`config.mk`:
```
export PLATFORM = sky130hd
export DESIGN_NAME = ifmap_load_seq
export DESIGN_NICKNAME = d
export VERILOG_FILES = /design/src/rtl/ifmap_load_seq.sv
export SDC_FILE = /design/constraint.sdc
export NUM_CORES = 1
export LEC_CHECK = 0
export CORE_UTILIZATION = 42
export DETAILED_ROUTE_END_ITERATION = 16
export GPL_TIMING_DRIVEN = 0
export MAX_ROUTING_LAYER = met4
export PLACE_DENSITY = 0.85
export SLEW_MARGIN = 20
export SYNTH_ARGS = -nofsm -noshare
export SYNTH_HDL_FRONTEND = slang
export SYNTH_SLANG_ARGS = --single-unit
export TNS_END_PERCENT = 1
```
`constraint.sdc`:
```
create_clock -name clk -period 3.3 [get_ports clk]
set_input_delay 0.66 -clock clk [delete_from_list [all_inputs] [get_ports clk]]
set_output_delay 0.66 -clock clk [all_outputs]
set_load 0.005 [all_outputs]
```
`src/rtl/ifmap_load_seq.sv`:
```
// Transmitter for the IMEM ifmap load protocol: one load_start token, a
// (timestep, addr, data) triple per pixel per timestep, then one load_done token.
module ifmap_load_seq #(
   parameter int DEPTH_I = 25,
   parameter int NUM_TS  = 2,
   parameter int WIDTH   = 33,
   parameter int DATA_W  = 25
) (
   input  logic              clk,
   input  logic              rst_n,
   input  logic              go,
   output logic              busy,
   output logic              done,
   input  logic              src_valid,
   output logic              src_ready,
   input  logic [DATA_W-1:0] src_data,
   output logic              ls_valid,
   input  logic              ls_ready,
   output logic [WIDTH-1:0]  ls_data,
   output logic              ts_valid,
   input  logic              ts_ready,
   output logic [WIDTH-1:0]  ts_data,
   output logic              addr_valid,
   input  logic              addr_ready,
   output logic [WIDTH-1:0]  addr_data,
   output logic              data_valid,
   input  logic              data_ready,
   output logic [WIDTH-1:0]  data_data,
   output logic              ld_valid,
   input  logic              ld_ready,
   output logic [WIDTH-1:0]  ld_data
);

   localparam int NPIX = DEPTH_I * DEPTH_I;
   localparam int AW   = (NPIX > 1) ? $clog2(NPIX) : 1;
   localparam int TW   = (NUM_TS > 1) ? $clog2(NUM_TS) : 1;
   localparam logic [AW-1:0] ADDR_LAST = AW'(NPIX - 1);
   localparam logic [TW-1:0] TS_LAST   = TW'(NUM_TS - 1);

   typedef enum logic [2:0] {
      IDLE      = 3'd0,
      START     = 3'd1,
      FETCH     = 3'd2,
      SEND_TS   = 3'd3,
      SEND_ADDR = 3'd4,
      SEND_DATA = 3'd5,
      FINISH    = 3'd6
   } state_t;

   state_t        r_state;
   logic [AW-1:0] r_addr_cnt;
   logic [TW-1:0] r_ts_cnt;

   // Sequencer: each state's outputs are registered on the transition into it,
   // so exactly one channel is offered at a time.
   always_ff @(posedge clk or negedge rst_n) begin
      if (!rst_n) begin
         r_state    <= IDLE;
         r_addr_cnt <= '0;
         r_ts_cnt   <= '0;
         busy       <= 1'b0;
         done       <= 1'b0;
         src_ready  <= 1'b0;
         ls_valid   <= 1'b0;
         ts_valid   <= 1'b0;
         addr_valid <= 1'b0;
         data_valid <= 1'b0;
         ld_valid   <= 1'b0;
         ls_data    <= '0;
         ts_data    <= '0;
         addr_data  <= '0;
         data_data  <= '0;
         ld_data    <= '0;
      end else begin
         done <= 1'b0;
         case (r_state)
            IDLE: begin
               if (go) begin
                  r_state  <= START;
                  busy     <= 1'b1;
                  ls_valid <= 1'b1;
                  ls_data  <= WIDTH'(1);
               end
            end
            START: begin
               if (ls_valid && ls_ready) begin
                  ls_valid   <= 1'b0;
                  r_ts_cnt   <= '0;
                  r_addr_cnt <= '0;
                  src_ready  <= 1'b1;
                  r_state    <= FETCH;
               end
            end
            FETCH: begin
               if (src_valid && src_ready) begin
                  src_ready <= 1'b0;
                  data_data <= WIDTH'(src_data);
                  ts_valid  <= 1'b1;
                  ts_data   <= WIDTH'(r_ts_cnt);
                  r_state   <= SEND_TS;
               end
            end
            SEND_TS: begin
               if (ts_valid && ts_ready) begin
                  ts_valid   <= 1'b0;
                  addr_valid <= 1'b1;
                  addr_data  <= WIDTH'(r_addr_cnt);
                  r_state    <= SEND_ADDR;
               end
            end
            SEND_ADDR: begin
               if (addr_valid && addr_ready) begin
                  addr_valid <= 1'b0;
                  data_valid <= 1'b1;
                  r_state    <= SEND_DATA;
               end
            end
            SEND_DATA: begin
               if (data_valid && data_ready) begin
                  data_valid <= 1'b0;
                  if (r_addr_cnt < ADDR_LAST) begin
                     r_addr_cnt <= r_addr_cnt + AW'(1);
                     src_ready  <= 1'b1;
                     r_state    <= FETCH;
                  end else if (r_ts_cnt < TS_LAST) begin
                     r_ts_cnt   <= r_ts_cnt + TW'(1);
                     r_addr_cnt <= '0;
                     src_ready  <= 1'b1;
                     r_state    <= FETCH;
                  end else begin
                     ld_valid <= 1'b1;
                     ld_data  <= WIDTH'(1);
                     r_state  <= FINISH;
                  end
               end
            end
            FINISH: begin
               if (ld_valid && ld_ready) begin
                  ld_valid <= 1'b0;
                  busy     <= 1'b0;
                  done     <= 1'b1;
                  r_state  <= IDLE;
               end
            end
            default: begin
               r_state    <= IDLE;
               busy       <= 1'b0;
               src_ready  <= 1'b0;
               ls_valid   <= 1'b0;
               ts_valid   <= 1'b0;
               addr_valid <= 1'b0;
               data_valid <= 1'b0;
               ld_valid   <= 1'b0;
            end
         endcase
      end
   end

endmodule

```
==> results.yml, run 1 <==
power_and_ir_drop:
  intPower_w: 0.00201
  netSwitchingFraction_pct: 31.8
  p_leak_nw: 2.74
  power_frac_seq_pct: 37.7
  p_clk_share_pct: 21.2
  comb_power_share_pct: 41.1
  p_per_area_nw_per_um2: 560
  p_sw_w: 0.000933
  irDropWorstVdd_uv: 491
clocking:
  path_clk_slew_ps: 60
  h-tree-depth: 3
  clk_path_buf_depth: 2
  cts_made_buffers: 9
  cts_tree: "yes"
  cts_hold_buffers: 0
  cts-resized-gates: 0
  clock-root-buffer: "clkbuf_8"
  clkLatencyLatePin_ps: 330
  cts_post_setup_buffers_inserted: 0
  clock-sinks: 60
critical_path:
  start_kind: "input pin"
  crit_chain: "clkdlybuf4s50_1 > nand2_2 > a211oi_4 > o31ai_1 > or2_1 > buf_6 > o41ai_2"
  critical_path_required_ps: 3520
  cpLargestDelayFamily: "compound AO/OA/AOI/OAI gates"
  critPathMaxFanout: 7
  max_stage_delay_ps: 550
  slowest_stage: "clkdlybuf4s50_1"
  path_buf_inv: 2
  arrival_ps: 2520
  crit_type: "input pin to flip-flop"
  endpoint_kind: "flip-flop"
sta:
  fmax_mhz: 435
  rsz0062_at_grt: "no"
  setup_slack_ps: 1000
  finalCritPeriodShare_pct: 69.6
  tightestPinTransition_ps: 528
  fin_worst_skew_ps: 5.89
  maxSlewViolCount: 0
  min_period_ps: 2300
  hold_violations: 0
  slew_headroom_pct: 64.7
  finalSetupViolCount: 0
final_layout:
  area_growth_pct: 44.0
  fill_cells: 665
  final_cell_mix: "130 x buf_4, 127 x conb_1, 78 x clkdlybuf4s50_1"
  fin_util_pct: 63.2
  drive_gt1_share_pct: 29.0
  layout_commonest_cell: "buf_4"
  antennaDiodeCount: 0
  fin_nets: 604
global_routing:
  antenna_found_initial: 0
  grt_pass1_vias: 2508
  grt_pass1_wl_um: 12100
  gr-usage-all-layers_pct: 17.8
  gr-total-overflow: 0
  grt_start_max_net_pins: 45
synth:
  synth-seq-cells: 60
  synth_cell_types: 49
  synth-async-reset-ratio_pct: 100
  syn_avg_cell_area_um2: 10.4
  post_synth_instance_area_um2: 3640
  ys_seq_area_share_pct: 41.2
  synthCells: 352
  yosysWarningCount: 0
  synth_edf_count: 0
  yosys_most_used_dff: "dfrtp_1"
routing:
  dr_wl_met3_um: 711
  wl_um: 7940
  drt-met1-wl_um: 2750
  wl_per_cell_um: 11.7
  drc: 0
  wl_met2_um: 4440
  vias: 2848
  ant_nets: 0
  top_layer: "met4"
  firstDrtPassIters: 4
  drtIter0Drc: 107
  vias_per_cell: 4.20
placed_design:
  pre_cts_ws_ps: 708
  gp_congestion: 0.927
  port_buffers: 79
  hpwl_um: 6280
worst_hold_path:
  hold_path_class: "input pin to async pin"
die:
  start_util_pct: 43.9
  die_h_um: 95.2
  num_rows: 33
  io_pins: 207
  die_area_um2: 9050
  die_x_um: 95.2
  coreArea_um2: 8300
status:
  status: "completed"
run:
  maxCapViolations: 0
## cell type report
cell class	instances	area (um^2)	share of cell area [%]
Timing Repair Buffer	80	816	15.5
Tap cell	105	131	2.50
Clock buffer	13	149	2.84
Multi-Input combinational cell	275	1590	30.2
Clock inverter	2	35.0	0.667
Inverter	6	22.5	0.429
Buffer	137	1010	19.2
Sequential cell	60	1500	28.6
## state kept, by name (all words and copies together) (netlist names)
name and cells:
data_data 25, addr_data 10, r_addr_cnt 10, r_state 3, addr_valid 1, busy 1
data_valid 1, done 1, ld_data 1, ld_valid 1, ls_data 1, ls_valid 1
r_ts_cnt 1, src_ready 1, ts_data 1, ts_valid 1
## cell families (layout without fill, tap and decap cells)
family                   after synthesis  in the layout  synth area share, %
AO/OA/AOI/OAI                         55             55                 10.6
multiplexers                          38             38                 11.7
buffers and inverters                143            238                 28.3
flip-flops                            60             60                 41.2
AND/OR/NAND/NOR                       54             54                 7.76
other                                  1            127                0.103
adder cells (fa/ha/maj)                1              1                0.343
## stage by stage
step                setup TNS [ps]  cells  total power, W  instance area (um^2)  hold slack (ps)
finish                           0    678         0.00294                  5250              196
global route                     0    678         0.00314                  5250              189
CTS                              0    678         0.00296                  5250              179
detailed placement               0    663         0.00232                  5060              447
global placement            -20270    662         0.00227                  5040              446
floorplan                        0    478         0.00174                  4120              364
## power groups by stage
stage / sequential [W] / combinational (W) / clock, W
floorplan: 0.00111 / 0.000631 / 0
global placement: 0.00110 / 0.00117 / 0
detailed placement: 0.00112 / 0.00120 / 0
CTS: 0.00111 / 0.00121 / 0.000650
global route: 0.00114 / 0.00132 / 0.000679
finish: 0.00111 / 0.00121 / 0.000624
## final timing paths
check,from,endpoint,slack (ps),depth (start not counted)
setup / recovery,data_ready,r_addr_cnt[8],1000,7
hold / removal,rst_n,r_state[1],200,1
setup reg to reg,r_state[2],data_data[24],1230,6
hold reg to reg,ls_data[0],ls_data[0],460,1
max in group asynchronous,rst_n,data_data[19],2630,2
min in group clk,ls_data[0],ls_data[0],460,1
## cells in the mapped netlist (2+ instances only)
master	instances	share of area [%]
buf_4	129	27
buf_2	2	0.27
clkbuf_1	5	0.51
mux2_1	27	8.3
nand2b_1	4	0.69
mux2_2	10	3.1
dfrtp_1	60	41
inv_1	5	0.51
o31ai_1	4	0.82
nand4_1	2	0.34
and3_1	3	0.51
o21ai_0	15	2.1
nand2_1	17	1.8
o21ai_1	4	0.55
o22ai_1	2	0.34
nand3_1	8	1.1
o41ai_2	2	0.89
a21oi_1	7	0.96
nor4_1	2	0.34
nor2b_1	2	0.34
a21o_1	3	0.62
a31oi_1	6	1.0
nor2_1	7	0.72
## layer usage
layer / vias up / GRT usage (%)
met5: - / -
met4: 0 / 3.41
met3: 6 / 5.82
met2: 136 / 33.3
met1: 1317 / 18.0
li1: 1389 / -
No activity file was read; power rests on OpenSTA's default activity.
==> run 2: changes to the inputs <==
--- a/config.mk
+++ b/config.mk
@@ -5,11 +5,11 @@
 export SDC_FILE = /design/constraint.sdc
 export NUM_CORES = 1
 export LEC_CHECK = 0
-export CORE_UTILIZATION = 42
+export CORE_UTILIZATION = 39
 export DETAILED_ROUTE_END_ITERATION = 16
 export GPL_TIMING_DRIVEN = 0
 export MAX_ROUTING_LAYER = met4
-export PLACE_DENSITY = 0.85
+export PLACE_DENSITY = 0.8
 export SLEW_MARGIN = 20
 export SYNTH_ARGS = -nofsm -noshare
 export SYNTH_HDL_FRONTEND = slang
==> constraint.sdc (replaced) <==
create_clock -name clk -period 2.4 [get_ports clk]
set_input_delay 0.48 -clock clk [delete_from_list [all_inputs] [get_ports clk]]
set_output_delay 0.48 -clock clk [all_outputs]
set_load 0.005 [all_outputs]
==> run 2 against run 1 <==
Register-to-register slack got worse by 900 ps. Power up 39%. Wire length grew 1.9%. Sequential power up 37%. Largest cell class unchanged.
==> results.yml, run 2 (synthesized netlist as in run 1, its figures left out) <==
routing:
  vias_per_cell: 4.17
  vias: 2844
  drc: 0
  drtIter0Drc: 77
  wl_um: 8080
  wl_per_cell_um: 11.9
  firstDrtPassIters: 4
  ant_nets: 0
final_layout:
  regMostFlops: "data_data"
  antennaDiodeCount: 0
  layout_commonest_cell: "buf_4"
  top_regs: "data_data x25, addr_data x10, r_addr_cnt x10"
  fin_util_pct: 59.2
  final_cell_mix: "130 x buf_4, 127 x conb_1, 78 x clkdlybuf4s50_1"
  area_growth_pct: 44.4
  largest_reg_flops: 25
  drive_gt1_share_pct: 29.4
  fin_nets: 605
critical_path:
  max_stage_delay_ps: 380
  crit_chain: "buf_2 > inv_2 > nand4_1 > nor2_2 > buf_4 > mux2_1"
  start_kind: "flip-flop"
  arrival_ps: 2280
  crit_type: "flip-flop to flip-flop"
  startpoint: "r_state[2]"
  r2r-end: "data_data[11]"
  path_buf_inv: 3
  endpoint_kind: "flip-flop"
  worst-path-stages: 6
  cpLargestDelayFamily: "buffers and inverters"
  r2r_slack_ps: 330
  ff2ff_path_depth: 6
  critPathMaxFanout: 10
  crit_path_end: "data_data[11]"
  critical_path_required_ps: 2620
  slowest_stage: "dfrtp_1"
  r2r-start: "r_state[2]"
sta:
  hold_violations: 0
  finalCritPeriodShare_pct: 86.1
  rsz0062_at_grt: "no"
  fin_worst_skew_ps: 5.15
  slew_headroom_pct: 63.4
  finalSetupViolCount: 0
  fmax_mhz: 484
  maxSlewViolCount: 0
  tightestPinTransition_ps: 547
  setup_tns_ps: 0
  min_period_ps: 2070
die:
  io_pins: 207
  die_x_um: 98.7
  num_rows: 34
  die_area_um2: 9740
  coreArea_um2: 8890
  die_h_um: 98.7
  start_util_pct: 41.0
worst_hold_path:
  min-delay-start: "ls_data[0]"
  hold_path_class: "flip-flop to flip-flop"
global_routing:
  gr-total-overflow: 0
  grt_pass1_vias: 2631
  grt_start_max_net_pins: 44
  gr-usage-all-layers_pct: 17.7
  antenna_found_initial: 0
  grt_pass1_wl_um: 13100
placed_design:
  hpwl_um: 6330
  port_buffers: 79
  gp_congestion: 0.836
power_and_ir_drop:
  p_per_area_nw_per_um2: 776
  irDropWorstVdd_uv: 444
  p_leak_nw: 2.75
clocking:
  cts_made_buffers: 9
  clkLatencyLatePin_ps: 340
  clock-sinks: 60
  clock-root-buffer: "clkbuf_8"
  h-tree-depth: 3
  clk_path_buf_depth: 2
  cts_tree: "yes"
  path_clk_slew_ps: 70
status:
  status: "completed"
run:
  maxCapViolations: 0
run 2: per-stage QoR:
stage	hold slack, ps	total power (W)	cell area (um^2)	setup slack (ps)	cells
after floorplan	184	0.00239	4120	617	478
after global placement	448	0.00314	5040	-1090	665
after detailed placement	372	0.00320	5060	12.8	666
after CTS	467	0.00412	5260	291	682
after global routing	483	0.00435	5260	148	682
final	462	0.00408	5260	334	682
run 2: power by group:
part           internal [W]  leakage, nW  total [W]  switching [W]
Clock              0.000496       0.0979   0.000900       0.000404
Sequential          0.00131        0.776    0.00152       0.000209
Combinational      0.000946         1.87    0.00166       0.000718
run 2: repair_timing:
action / 4_1_cts / 5_1_grt
setup buffers: 0 / 0
hold buffers: 1 / 0
resized for setup: 0 / 0
hold endpoints to repair: 3 / 0
run 2: how the worst min path moves through the flow:
stage                        end  slack (ps)  cells past startpoint
floorplan           addr_data[0]         180                      0
global placement      ls_data[0]         450                      1
detailed placement  addr_data[3]         370                      1
CTS                   ls_data[0]         470                      1
global route          ls_data[0]         480                      1
finish                ls_data[0]         460                      1
run 2: cell type report:
class	instances	area, um^2
fill	751	3630
multi-input combinational	275	1590
sequential	60	1500
buffer	137	1010
timing repair buffer	81	818
clock buffer	10	138
tap	108	135
clock inverter	5	52.6
inverter	6	22.5
run 2: metal layers:
metal | up-vias | wire length (um) | track usage, %
li1 | 1383 | - | -
met1 | 1324 | 3090 | 18.6
met2 | 123 | 4330 | 31.7
met3 | 14 | 538 | 5.60
met4 | 0 | 125 | 5.28
met5 | - | 0 | -
